==> src/rtl/sequence_generator.sv <==
// Serial pattern transmitter: sends a latched bit pattern MSB-first, optionally
// repeated with idle gaps between copies, and pulses done once at the end.
module sequence_generator #(
  parameter int unsigned MAX_LEN    = 16,
  parameter int unsigned GAP_CYCLES = 2
) (
  input  logic                       clk,
  input  logic                       rst,
  input  logic                       start,
  input  logic [MAX_LEN-1:0]         pattern,
  input  logic [$clog2(MAX_LEN):0]   len,
  input  logic [3:0]                 rpt,
  output logic                       Out,
  output logic                       bit_valid,
  output logic                       busy,
  output logic                       done
);

  localparam int unsigned IW = $clog2(MAX_LEN);
  localparam int unsigned LW = IW + 1;

  typedef enum logic [1:0] {IDLE, SEND, GAP, DONE} state_e;

  state_e               state_q, state_d;
  logic [MAX_LEN-1:0]   pat_q, pat_d;
  logic [IW-1:0]        top_q, top_d;
  logic [IW-1:0]        idx_q, idx_d;
  logic [3:0]           rpt_q, rpt_d;
  logic [3:0]           gap_q, gap_d;
  logic                 out_q, out_d;
  logic                 valid_q, valid_d;
  logic                 busy_q, busy_d;
  logic                 done_q, done_d;

  // Outputs are computed for the state being entered, so they are valid
  // in the same cycle the FSM occupies that state.
  always_comb begin
    state_d = state_q;
    pat_d   = pat_q;
    top_d   = top_q;
    idx_d   = idx_q;
    rpt_d   = rpt_q;
    gap_d   = gap_q;
    out_d   = 1'b0;
    valid_d = 1'b0;
    busy_d  = 1'b1;
    done_d  = 1'b0;
    case (state_q)
      IDLE: begin
        busy_d = 1'b0;
        if (start && (len != '0)) begin
          pat_d   = pattern;
          top_d   = (len > LW'(MAX_LEN)) ? IW'(MAX_LEN - 1) : IW'(len - 1'b1);
          rpt_d   = rpt;
          idx_d   = top_d;
          state_d = SEND;
          out_d   = pattern[top_d];
          valid_d = 1'b1;
          busy_d  = 1'b1;
        end
      end
      SEND: begin
        if (idx_q != '0) begin
          idx_d   = idx_q - 1'b1;
          out_d   = pat_q[idx_d];
          valid_d = 1'b1;
        end else if (rpt_q != '0) begin
          rpt_d = rpt_q - 1'b1;
          if (GAP_CYCLES == 0) begin
            idx_d   = top_q;
            out_d   = pat_q[top_q];
            valid_d = 1'b1;
          end else begin
            state_d = GAP;
            gap_d   = 4'(GAP_CYCLES - 1);
          end
        end else begin
          state_d = DONE;
          done_d  = 1'b1;
        end
      end
      GAP: begin
        if (gap_q == '0) begin
          state_d = SEND;
          idx_d   = top_q;
          out_d   = pat_q[top_q];
          valid_d = 1'b1;
        end else begin
          gap_d = gap_q - 1'b1;
        end
      end
      DONE: begin
        state_d = IDLE;
        busy_d  = 1'b0;
      end
      default: begin
        state_d = IDLE;
        busy_d  = 1'b0;
      end
    endcase
  end

  always_ff @(posedge clk) begin
    if (rst) begin
      state_q <= IDLE;
      pat_q   <= '0;
      top_q   <= '0;
      idx_q   <= '0;
      rpt_q   <= '0;
      gap_q   <= '0;
      out_q   <= 1'b0;
      valid_q <= 1'b0;
      busy_q  <= 1'b0;
      done_q  <= 1'b0;
    end else begin
      state_q <= state_d;
      pat_q   <= pat_d;
      top_q   <= top_d;
      idx_q   <= idx_d;
      rpt_q   <= rpt_d;
      gap_q   <= gap_d;
      out_q   <= out_d;
      valid_q <= valid_d;
      busy_q  <= busy_d;
      done_q  <= done_d;
    end
  end

  assign Out       = out_q;
  assign bit_valid = valid_q;
  assign busy      = busy_q;
  assign done      = done_q;

endmodule

==> config.mk <==
export PLATFORM = sky130hd
export DESIGN_NAME = sequence_generator
export DESIGN_NICKNAME = d
export VERILOG_FILES = /design/src/rtl/sequence_generator.sv
export SDC_FILE = /design/constraint.sdc
export NUM_CORES = 1
export LEC_CHECK = 0
export CAP_MARGIN = 0
export CORE_MARGIN = 1
export CORE_UTILIZATION = 25
export DETAILED_ROUTE_END_ITERATION = 12
export GPL_TIMING_DRIVEN = 0
export SKIP_CTS_REPAIR_TIMING = 1
export SYNTH_ARGS = -nofsm -noshare
export SYNTH_HDL_FRONTEND = slang
export SYNTH_SLANG_ARGS = --single-unit
==> constraint.sdc <==
create_clock -name clk -period 3.8 [get_ports clk]
set_clock_uncertainty 0.05 [all_clocks]
set_input_delay 0.38 -clock clk [delete_from_list [all_inputs] [get_ports clk]]
set_output_delay 0.38 -clock clk [all_outputs]
set_load 0.01 [all_outputs]
==> metrics.yaml, run 1 <==
clock_network:
  clkTransAtPathRegs_ps: 80
  clkSinkCount: 38
  cts_buffers: 5
  cts_tree: "built"
  htree_levels: 2
  clockBufferDepth: 2
  cts-root-buf: "clkbuf_8"
  clkLatencyLatePin_ps: 290
yosys:
  synth_cells: 266
  synth-seq-cells: 38
  synth_nets: 305
  yosysWarnings: 0
  avgSynthCellArea_um2: 8.58
  synth_cell_types: 51
  ys_seq_area_share_pct: 33.3
  syn_area_mm2: 0.00228
die:
  start_util_pct: 26.1
  die-area_mm2: 0.00952
  fp.dieW_um: 97.6
  row_count: 34
  coreArea_mm2: 0.00876
  num_io_pins: 32
  fp.dieH_um: 97.6
worst_setup_path:
  cpMostUsedCell: "mux4_2"
  max_stage_delay_ps: 550
  critPathLaunchType: "flop"
  cp_cell_sequence: "buf_6 -> inv_1 -> ha_1 -> mux4_2 -> mux4_2 -> nand3_1 -> a311oi_2"
  end_kind: "flop"
  crit_fanout: 7
  crit_family: "multiplexers"
  cp.arrival_ps: 2540
  crit_start: "idx_q[0]"
  r2r-start: "idx_q[0]"
  crit_slowest_cell: "mux4_2"
  worst-setup-path-type: "reg2reg"
  cp.required_ps: 3900
  path_buf_inv: 2
timing:
  period_needed_ps: 2440
  worst_pin_slew_ps: 569
  finalSetupTns_ps: 0
  max_freq_ghz: 0.409
  setup_violations: 0
  rsz0062_at_grt: "no"
  final-max-slew-violation-count: 0
  post-route-period-util_pct: 64.3
  max_slew_margin_pct: 62.1
  hold_viol_final: 0
cells_and_area:
  final_common_cell: "nand2_1"
  instances_no_fill: 411
  syn2layout_area_growth_pct: 23.4
  finalNetCount: 341
  drive_above_1_share_pct: 12.5
  diodes: 0
  mostFrequentLayoutCells: "41 x nand2_1, 38 x dfxtp_1, 29 x clkdlybuf4s50_1"
  fillCellCount: 937
  finish.utilization_pct: 32.2
worst_hold_path:
  hp-start: "pat_q[14]"
  hp-class: "reg2reg"
placed_design:
  dpl.hpwl_um: 4580
  dp_cells: 403
  io_buffers: 29
  gp_congestion: 0.821
power:
  ir_drop_uv: 269
  power_uw: 1930
  pwr-share-clk_pct: 18.1
  combinationalPowerShare_pct: 50.6
  leakage_uw: 0.00105
  p_switching_uw: 788
  p_int_uw: 1140
  power_density_mw_per_mm2: 684
  pwr-share-seq_pct: 31.3
  sw_frac_of_total_pct: 40.9
global_route:
  grt_pass1_vias: 2083
  overflow: 0
  grt_max_degree: 13
  grt_pass1_wl_um: 10400
  grtUsageTotal_pct: 13.5
  antenna_found_initial: 0
drt:
  drt-vias-per-instance: 5.14
  wl_um: 6130
  drt-initial-drc-count: 67
  vias: 2113
  wl_per_cell_um: 14.9
  drc: 0
  postRouteAntennaNets: 0
  firstDrtPassIters: 4
run_status:
  status: "complete, no violations"
job:
  maxCapViolCount: 0
-- power groups by stage --
stage	clock, µW	combinational [µW]	sequential (µW)
after floorplan	0	741	589
after global placement	0	953	607
after detailed placement	0	976	612
after CTS	353	981	603
after global routing	370	1090	622
final	348	976	604
-- cells in the mapped netlist (all sizes together) --
| library cell | instances | share of area [%] |
|---|---|---|
| nor3b | 2 | 0.88 |
| nand3 | 3 | 0.66 |
| mux2i | 10 | 4.4 |
| a211oi | 4 | 1.3 |
| and4bb | 1 | 0.55 |
| nor2 | 24 | 3.9 |
| a311oi | 2 | 1.3 |
| o22ai | 2 | 0.55 |
| mux4 | 9 | 8.9 |
| o221ai | 1 | 0.38 |
| a221oi | 4 | 1.5 |
| o21bai | 1 | 0.33 |
| or3b | 1 | 0.38 |
| clkbuf | 6 | 0.99 |
| a2111o | 1 | 0.49 |
| nand3b | 1 | 0.33 |
| a21o | 1 | 0.33 |
| buf | 7 | 1.8 |
| nand2b | 1 | 0.27 |
| or3 | 2 | 0.55 |
| mux2 | 1 | 0.49 |
| inv | 14 | 2.3 |
| and3 | 4 | 1.2 |
| a311o | 1 | 0.44 |
| nand2 | 42 | 7.0 |
| ha | 11 | 6.0 |
| nor4 | 2 | 0.55 |
| xor2 | 3 | 1.2 |
| a22oi | 4 | 1.3 |
| o211ai | 3 | 0.99 |
| dfxtp | 38 | 33 |
| nor3 | 12 | 3.3 |
| a21oi | 29 | 6.5 |
| o21ai | 11 | 2.6 |
| a31oi | 1 | 0.27 |
| a21boi | 1 | 0.49 |
| or4b | 1 | 0.60 |
| a22o | 1 | 0.38 |
| or2 | 1 | 0.27 |
| o2bb2ai | 1 | 0.38 |
| and2 | 1 | 0.27 |
| nor2b | 1 | 0.27 |
-- worst paths after layout --
path | cells after the start | to | slack, ps
worst min-delay path | 2 | pat_q[14] | 420
worst max register to register | 7 | Out | 1360
worst min register to register | 2 | pat_q[14] | 420
worst max-delay path | 7 | Out | 1360
-- metal layers --
layer	vias to the layer above	share of wire [%]	global-route usage, %
li1	1029	-	-
met1	1018	47	18.2
met2	58	47	22.0
met3	8	4.6	2.81
met4	0	1.2	3.39
met5	-	0	0
-- cell type report --
type / instances / area (µm²) / area share, %
inverters: 14 / 52.6 / 1.87
well taps: 108 / 135 / 4.80
clock inverters: 3 / 40.0 / 1.42
flip-flops and latches: 38 / 761 / 27.0
repair buffers: 29 / 290 / 10.3
clock buffers: 5 / 68.8 / 2.44
multi-input cells: 201 / 1410 / 49.9
plain buffers: 13 / 63.8 / 2.26
-- flip-flops by register name, indices dropped and copies added (netlist names), 2 cells and up --
register	cells
gap_q	4
idx_q	4
top_q	4
state_q	2
pat_q	16
rpt_q	4
-- cells by family (layout without fill, tap and decap cells) --
kind of cell / count (synthesis) / in the layout / synth area share (%)
adders and majority gates: 11 / 11 / 6.03
DFF: 38 / 38 / 33.3
buffers and inverters: 27 / 64 / 5.10
and+or+nand+nor: 99 / 99 / 21.0
AOI/OAI and AO/OA: 68 / 68 / 19.6
muxes: 20 / 20 / 13.8
xor gates and xnor gates: 3 / 3 / 1.15
-- per-stage QoR --
stage / worst slack (ps) / hold WS (ps) / area (µm²)
after floorplan: 1590 / 393 / 2280
after global placement: 1140 / 402 / 2710
after detailed placement: 1130 / 415 / 2710
after CTS: 1350 / 427 / 2820
after global routing: 1150 / 446 / 2820
final: 1360 / 421 / 2820
-- worst register-to-register path, delay by kind of cell, from the launching register on --
kind	cells	cell delay, ps
simple gates	1	110
compound gates	1	110
fa+ha+maj	1	450
mux	2	1030
flops	1	330
buf+inv	2	230
Note: power is estimated with default switching activity, not from simulation.
==> run 2, diff against run 1 <==
clock period = 2.1 ns   (was 3.8 ns; I/O delays follow)
==> run 2 against run 1 <==
The flow now finishes with violations (negative setup slack). Sequential power increased by 85%. Core utilization increased by 1.7 points. Sequential cell count is the same. Worst hold slack worse by 110 ps. Highest routed layer unchanged. Die area did not move. Setup slack lost 1400 ps. First-iteration DRC count rose by 64%.
==> metrics.yaml, run 2 (synthesis results as in run 1) <==
cells_and_area:
  instances_no_fill: 416  # was 411
  largest_register: "pat_q"  # unchanged
  final_common_cell: "nand2_1"  # unchanged
  finish.utilization_pct: 33.9  # was 32.2%
  diodes: 0  # unchanged
  syn2layout_area_growth_pct: 30.1  # was 23.4%
  drive_above_1_share_pct: 19.5  # was 12.5%
  largest_reg_flops: 16  # unchanged
  fillCellCount: 920  # was 937
  mostFrequentLayoutCells: "41 x nand2_1, 34 x dfxtp_1, 28 x clkdlybuf4s50_1"  # was 41 x nand2_1, 38 x dfxtp_1, 29 x clkdlybuf4s50_1
  finalNetCount: 346  # was 341
die:
  fp.dieW_um: 97.6  # unchanged
  coreArea_mm2: 0.00876  # unchanged
  num_io_pins: 32  # unchanged
  die-area_mm2: 0.00952  # unchanged
  fp.dieH_um: 97.6  # unchanged
  row_count: 34  # unchanged
  start_util_pct: 26.1  # unchanged
worst_hold_path:
  hp-class: "in2reg"  # was reg2reg
  hold_depth: 2  # unchanged
worst_setup_path:
  worstRegToRegCells: 6  # was 7
  cpMostUsedCell: "mux4_2"  # unchanged
  crit_slowest_cell: "mux4_2"  # unchanged
  worst-setup-path-type: "reg2reg"  # unchanged
  end_kind: "flop"  # unchanged
  path_buf_inv: 1  # was 2
  cp.arrival_ps: 2290  # was 2540 ps
  critPathLaunchType: "flop"  # unchanged
  r2r_slack_ps: -90  # was 1360 ps
  max_stage_delay_ps: 510  # was 550 ps
  crit_fanout: 5  # was 7
  cp.depth: 6  # was 7
  crit_family: "multiplexers"  # unchanged
  cp_cell_sequence: "inv_1 -> ha_4 -> mux4_2 -> mux4_2 -> nand3_2 -> a311oi_2"  # was buf_6 -> inv_1 -> ha_1 -> mux4_2 -> mux4_2 -> nand3_1 -> a311oi_2
  cp.required_ps: 2190  # was 3900 ps
clock_network:
  clkLatencyLatePin_ps: 290  # about the same
  clockBufferDepth: 2  # unchanged
  cts_tree: "built"  # unchanged
  clkSinkCount: 38  # unchanged
  cts-root-buf: "clkbuf_8"  # unchanged
  clkTransAtPathRegs_ps: 80  # about the same
  htree_levels: 2  # unchanged
  cts_buffers: 5  # unchanged
global_route:
  overflow: 0  # unchanged
  antenna_found_initial: 0  # unchanged
  grtUsageTotal_pct: 13.5  # about the same
  grt_max_degree: 12  # was 13
  grt_pass1_vias: 2031  # was 2083
  grt_pass1_wl_um: 10400  # about the same
placed_design:
  io_buffers: 29  # unchanged
  gp_congestion: 0.842  # was 0.821
  dp_cells: 403  # unchanged
  dpl.hpwl_um: 4810  # was 4580 µm
run_status:
  status: "finished with violations"  # was complete, no violations
  violations: "negative setup slack"
power:
  combinationalPowerShare_pct: 54.3  # was 50.6%
  power_density_mw_per_mm2: 1270  # was 684 mW/mm²
  p_switching_uw: 1520  # was 788 µW
  pwr-share-clk_pct: 16.2  # was 18.1%
  leakage_uw: 0.00110  # was 0.00105 µW
  ir_drop_uv: 469  # was 269 µV
  pwr-share-seq_pct: 29.6  # was 31.3%
  sw_frac_of_total_pct: 40.3  # was 40.9%
  power_uw: 3780  # was 1930 µW
  p_int_uw: 2260  # was 1140 µW
timing:
  max_freq_ghz: 0.456  # was 0.409 GHz
  setup_violations: 1  # was 0
  finalSetupTns_ps: -91.9  # was 0 ps
  post-route-period-util_pct: 104  # was 64.3%
  final-max-slew-violation-count: 0  # unchanged
  hold_ws_ps: 311  # was 421 ps
  period_needed_ps: 2190  # was 2440 ps
  max_slew_margin_pct: 63.0  # was 62.1%
  worst_slack_ps: -91.9  # was 1360 ps
  hold_viol_final: 0  # unchanged
  rsz0062_at_grt: "yes"  # was no
  worst_pin_slew_ps: 555  # was 569 ps
drt:
  vias: 2116  # was 2113
  wl_um: 6470  # was 6130 µm
  drc: 0  # unchanged
  firstDrtPassIters: 4  # unchanged
  drt-initial-drc-count: 110  # was 67
  drt-vias-per-instance: 5.09  # was 5.14
  postRouteAntennaNets: 0  # unchanged
  wl_per_cell_um: 15.6  # was 14.9 µm
job:
  maxCapViolCount: 0  # unchanged
[run 2: cell count changes in the layout (fill, tap and decap cells not counted), sizes merged]
| cell | change |
|---|---|
| buf | +5 |
| clkbuf | +2 |
| clkdlybuf4s50 | -1 |
| dlymetal6s2s | +1 |
| clkinv | -2 |
[run 2: worst paths after layout]
check	endpoint	from
setup reg to reg	Out	idx_q[1]
setup / recovery	Out	idx_q[1]
hold reg to reg	pat_q[4]	pat_q[4]
hold / removal	pat_q[15]	rst
[run 2: worst reg2reg max path, stage by stage, from the launching register on]
cell and delay [ps]:
dfxtp_2 370, inv_1 90, ha_4 320, mux4_2 510, mux4_2 510, nand3_2 100, a311oi_2 100
[run 2: area by class of cell]
cell class	instances	area, µm²	share of cell area, %
clock buffer	7	76.3	2.57
inverter	14	57.6	1.94
sequential	38	766	25.8
tap	108	135	4.55
buffer	13	63.8	2.15
multi-input combinational	201	1510	50.9
timing repair buffer	34	330	11.1
clock inverter	1	30.0	1.01
[run 2: power groups by stage]
stage | registers (µW) | clock network, µW | logic [µW]
5_1_grt | 1140 | 664 | 2240
6_report | 1120 | 612 | 2050
2_1_floorplan | 1070 | 0 | 1380
3_5_place_dp | 1110 | 0 | 1810
4_1_cts | 1100 | 629 | 1820
3_3_place_gp | 1100 | 0 | 1760
[run 2: metal layers]
layer	vias up	GRT usage, %	part of all wire [%]
met5	-	0	0
met2	47	23.8	50
met3	4	2.81	4.0
met4	0	2.38	0.54
met1	1016	17.2	45
li1	1049	-	-
[run 2: metrics by stage]
| stage | area (µm²) | worst slack (ps) |
|---|---|---|
| 6_report | 2970 | -91.9 |
| 4_1_cts | 2830 | -199 |
| 5_1_grt | 2970 | -137 |
| 3_5_place_dp | 2720 | -482 |
| 3_3_place_gp | 2720 | -422 |
| 2_1_floorplan | 2300 | 11.0 |
==> RTL change 1: new RTL, flow settings as in run 1 <==
`MAX_LEN`: 16 -> 8.
--- a/src/rtl/sequence_generator.sv
+++ b/src/rtl/sequence_generator.sv
@@ -1,7 +1,7 @@
 // Serial pattern transmitter: sends a latched bit pattern MSB-first, optionally
 // repeated with idle gaps between copies, and pulses done once at the end.
 module sequence_generator #(
-  parameter int unsigned MAX_LEN    = 16,
+  parameter int unsigned MAX_LEN    = 8,
   parameter int unsigned GAP_CYCLES = 2
 ) (
   input  logic                       clk,
Ports: changed (resized len and pattern); port bits go from 32 to 23. No check against the original RTL was run, so the function may have changed too.
==> RTL change 1 against run 1 <==
The flow now finishes with violations (design-rule violations). Highest routed layer unchanged. Power fell by 30%. Cell area down 27%. Wire length down 37%. Worst setup slack better by 160 ps. Area after synthesis shrank 26%. Count of clock-buffer cells in the layout decreased by 1. First-iteration DRC count grew 46%. Sequential cell count shrank 10. Via count decreased by 31%.
==> RTL change 1: results (changes against run 1) <==
Outcome
  • Status: complete, but fails checks
  • Failing checks: design-rule violations

Finish
  • Fill count: 673 (-28%)
  • Ratio of cells with drive above 1 in the final layout: 10.00% (-2.5 points)
  • Fin nets: 250 (-27%)

GRT
  • Vias in the first global route: 1438 (-31%)
  • Global-route wire length before repair: 6665 µm (-36%)
  • Total GRT Usage: 11.57% (-1.9 points)

CTS
  • H-tree depth: 1 (-1)
  • CTS buffer count: 3 (-2)
  • Worst skew pair latency: 270 ps (-20 ps)

Detailed routing
  • Total number of vias: 1460 (-31%)
  • Length of the first detailed-routing pass in iterations: 8 (+4)
  • Post-DR wirelength/cell: 12.99 µm (-13%)
  • Drc violations: 2 (+2)
  • WL met3: 100 µm (-64%)

Setup path
  • CP max stage cell: clkdlybuf4s50_1
  • Crit path DAT: 2400 ps (-140 ps)
  • Critical path peak fanout: 3 (-4)

Place
  • Cell total after placement: 293 (-27%)
  • RD Place Congestion: 0.7882 (-4.0%)
  • Detail Placement HPWL: 2967 µm (-35%)

Synth
  • Post-synthesis compound-gate area fraction: 20.46% (+0.84 points)
  • Synth top area cells: dfxtp_1, ha_1, a21oi_1, nand2_1, mux4_2
  • Synth cell count leaders: dfxtp_1, nand2_1, a21oi_1
  • Post-synthesis mux area share: 9.301% (-4.5 points)
  • Area share of fa/ha/maj cells after synthesis: 7.440% (+1.4 points)
  • Seq/Total Area, Yosys: 33.33% (about the same)

Hold path
  • Min-delay src: pat_q[1]

Timing
  • Slew @ Worst Pin: 574.6 ps (+5.797 ps)
  • Hold_ws: 426.2 ps (+4.792 ps)
-- RTL change 1: cell count changes in the layout (fill, tap and decap cells not counted), sizes merged, moves of 4 or more --
cell	before	now
mux2i	10	4
mux4	9	4
o21ai	11	7
clkdlybuf4s50	29	22
dfxtp	38	28
nand2	42	25
nand2b	1	7
a21oi	29	24
a22oi	4	0
nor2	24	10
nor3	12	7
-- RTL change 1: final cells by class --
type | instances | area [µm²] | area share [%]
repair buffers | 22 | 220.2 | 10.73
well taps | 77 | 96.34 | 4.692
inverters | 16 | 60.06 | 2.925
clock buffers | 4 | 55.05 | 2.681
flip-flops and latches | 28 | 560.5 | 27.30
multi-input cells | 142 | 1027 | 50.03
plain buffers | 8 | 33.78 | 1.645
-- RTL change 1: routing by layer --
layer  vias up  global-route usage (%)
li1        749                       -
met1       687                   15.10
met2        20                   19.15
met3         4                   1.879
met4         0                   4.232
met5         -                       0
-- RTL change 1: power by group through the flow --
| stage | combinational [mW] | sequential (mW) | clock (mW) |
|---|---|---|---|
| after floorplan | 0.547 | 0.436 | 0 |
| after global placement | 0.713 | 0.444 | 0 |
| after detailed placement | 0.726 | 0.446 | 0 |
| after CTS | 0.728 | 0.441 | 0.195 |
| after global routing | 0.823 | 0.452 | 0.204 |
| final | 0.726 | 0.441 | 0.190 |
-- RTL change 1: worst max path at each step --
stage	endpoint	slack [ps]	depth (start not counted)
final	Out	1520	8
after global routing	Out	1390	8
after CTS	Out	1540	8
after detailed placement	Out	1250	8
after global placement	Out	1250	8
after floorplan	Out	1990	7
-- RTL change 1: logic make-up (layout without fill, tap and decap cells) --
| logic type | count (synthesis) | after routing |
|---|---|---|
| xor+xnor | 2 | 2 |
| buf+inv | 24 | 50 |
| compound gates | 50 | 50 |
| simple gates | 70 | 70 |
| mux | 10 | 10 |
| flops | 28 | 28 |
| fa+ha+maj | 10 | 10 |
-- RTL change 1: worst max-delay path, delay by kind of cell --
| family | cells | cell delay (ps) |
|---|---|---|
| adders and majority gates | 1 | 220 |
| and+or+nand+nor | 4 | 930 |
| AOI/OAI and AO/OA | 1 | 350 |
| buffers and inverters | 2 | 530 |
-- RTL change 1: metrics by stage --
step	utilization, %	total power [mW]	area (µm²)	worst slack [ps]
after floorplan	-	0.9824	1682	1993
after global placement	31.11	1.157	1998	1254
after detailed placement	31.11	1.172	1998	1247
after CTS	31.97	1.364	2053	1536
after global routing	31.97	1.480	2053	1391
final	31.97	1.358	2053	1518
==> RTL change 2: new RTL, flow settings as in run 1 <==
Made on the original files. Add an input register stage for `start`, `pattern`, `len` and `rpt`; this delays them by one clock.
--- a/src/rtl/sequence_generator.sv
+++ b/src/rtl/sequence_generator.sv
@@ -20,6 +20,18 @@
   localparam int unsigned LW = IW + 1;
 
   typedef enum logic [1:0] {IDLE, SEND, GAP, DONE} state_e;
+
+  logic start_q;
+  logic [MAX_LEN-1:0] pattern_q;
+  logic [$clog2(MAX_LEN):0] len_q;
+  logic [3:0] rpt_r;
+
+  always_ff @(posedge clk) begin
+    start_q   <= start;
+    pattern_q <= pattern;
+    len_q     <= len;
+    rpt_r     <= rpt;
+  end
 
   state_e               state_q, state_d;
   logic [MAX_LEN-1:0]   pat_q, pat_d;
@@ -48,13 +60,13 @@
     case (state_q)
       IDLE: begin
         busy_d = 1'b0;
-        if (start && (len != '0)) begin
-          pat_d   = pattern;
-          top_d   = (len > LW'(MAX_LEN)) ? IW'(MAX_LEN - 1) : IW'(len - 1'b1);
-          rpt_d   = rpt;
+        if (start_q && (len_q != '0)) begin
+          pat_d   = pattern_q;
+          top_d   = (len_q > LW'(MAX_LEN)) ? IW'(MAX_LEN - 1) : IW'(len_q - 1'b1);
+          rpt_d   = rpt_r;
           idx_d   = top_d;
           state_d = SEND;
-          out_d   = pattern[top_d];
+          out_d   = pattern_q[top_d];
           valid_d = 1'b1;
           busy_d  = 1'b1;
         end
Function: changed (a bounded check fails within 4 cycles, from zero or initial values and one cycle with rst high).
==> RTL change 2 against run 1 <==
Cell area increased by 30%. Wire length increased by 1.9%. Core utilization increased by 1.2 points. Sequential cell count increased by 26. Critical path depth increased by 3. Critical endpoint unchanged. Area after synthesis increased by 26%. Power increased by 40%. Worst setup slack got worse by 330 ps.
==> RTL change 2: results (changes against run 1) <==
Outcome
  • Status: complete, no violations

CTS
  • H-tree depth: 3 (+1)
  • CTS max path bufs: 2 (unchanged)
  • Worst skew pair latency: 330 ps (+40 ps)
  • CTS Root Buffer Type: clkbuf_16
  • Clock-pin slew on the worst setup and hold paths: 50 ps (-30 ps)
  • CTS buffer count: 9 (+4)

Detailed routing
  • Length of the first detailed-routing pass in iterations: 4 (unchanged)
  • Starting DRT DRC Count: 61 (-9.0%)
  • Via-to-Cell Ratio: 4.699 (-8.6%)
  • Drt total wl: 6240 µm (+1.9%)

Finish
  • Ratio of cells with drive above 1 in the final layout: 14.29% (+1.7 points)
  • Fin nets: 356 (+4.4%)
  • N_diodes: 0 (unchanged)
  • Biggest regs: pat_q: 16 flops, pattern_q: 16 flops, len_q: 5 flops

Synth
  • Synth cell count leaders: dfxtp_1, nor2_1, mux2i_1
  • Seq/Total Area, Yosys: 44.46% (+11 points)
  • Synth unique cells: 54 (+5.9%)
  • Mapped Nets: 314 (+3.0%)
  • EDFF count, synth: 0 (unchanged)
  • Async SR Flop Fraction: 0% (unchanged)
  • Synth top area cells: dfxtp_1, mux2i_1, mux4_2, ha_1, nor2_1
  • Synth Warn #: 0 (unchanged)

GRT
  • Global-route wire length before repair: 10300 µm (-1.3%)
  • Pin count of the biggest net entering global routing: 13 (unchanged)
  • Total GRT Usage: 11.58% (-1.9 points)
  • Initial antenna violation count: 0 (unchanged)
  • Vias in the first global route: 2153 (+3.4%)

Setup path
  • Slowest stage delay, CP: 390 ps (-160 ps)
  • CP max stage cell: o41ai_1
  • Critical path peak fanout: 10 (+3)
  • Crit path DAT: 2910 ps (+370 ps)
  • Largest delay share family, worst path: compound AO/OA/AOI/OAI gates

Pwr
  • Worst VDD drop: 380.7 µV (+41%)
  • Pleak: 1.463 nW (+39%)

Place
  • Detail Placement HPWL: 4534 µm (-1.0%)
  • Port buffer count: 31 (+6.9%)
  • RD Place Congestion: 0.8225 (+0.18%)

Hold path
  • Hold WC Path Type: in -> reg

Timing
  • Slew @ Worst Pin: 731.5 ps (+162.7 ps)
-- RTL change 2: area by class of cell --
type / count / area (µm²)
fill: 1145 / 7357
multi-input combinational: 180 / 1455
sequential: 64 / 1281
timing repair buffer: 31 / 310.3
clock buffer: 10 / 239.0
tap: 140 / 175.2
buffer: 16 / 88.84
clock inverter: 6 / 67.56
inverter: 15 / 56.30
-- RTL change 2: cells by family (layout without fill, tap and decap cells) --
| kind of cell | Yosys count | after routing | synth area share [%] |
|---|---|---|---|
| buffers and inverters | 31 | 78 | 5.036 |
| multiplexers | 36 | 36 | 15.98 |
| flip-flops | 64 | 64 | 44.46 |
| XOR/XNOR | 3 | 3 | 1.173 |
| AND/OR/NAND/NOR | 68 | 68 | 12.55 |
| AO/OA/AOI/OAI | 62 | 62 | 16.02 |
| adder cells (fa/ha/maj) | 11 | 11 | 4.776 |
-- RTL change 2: where the power goes --
part	internal, mW	leakage (nW)	switching (mW)	total, mW
combinational	0.479	0.787	0.510	0.989
clock	0.527	0.145	0.302	0.829
sequential	0.787	0.532	0.0957	0.883
-- RTL change 2: final timing paths --
check	start	to	slack [ps]	depth (start not counted)
max	len_q[0]	Out	1030	10
min	pattern[4]	pattern_q[4]	440	1
max reg2reg	len_q[0]	Out	1030	10
min reg2reg	rpt_q[3]	rpt_q[3]	440	2
-- RTL change 2: routing by layer --
metal	GRT usage (%)	part of all wire, %
met1	13.71	47
met2	18.60	45
met3	4.624	6.4
met4	4.762	1.6
met5	0	0
-- RTL change 2: per-stage QoR --
stage / setup slack (ps) / power (mW) / cells / area, µm²
after global placement: 1097 / 1.863 / 446 / 3367
after floorplan: 1754 / 1.645 / 275 / 2882
after global routing: 827.0 / 2.882 / 462 / 3674
after CTS: 1072 / 2.734 / 462 / 3674
after detailed placement: 1083 / 1.887 / 446 / 3367
final: 1028 / 2.701 / 462 / 3674
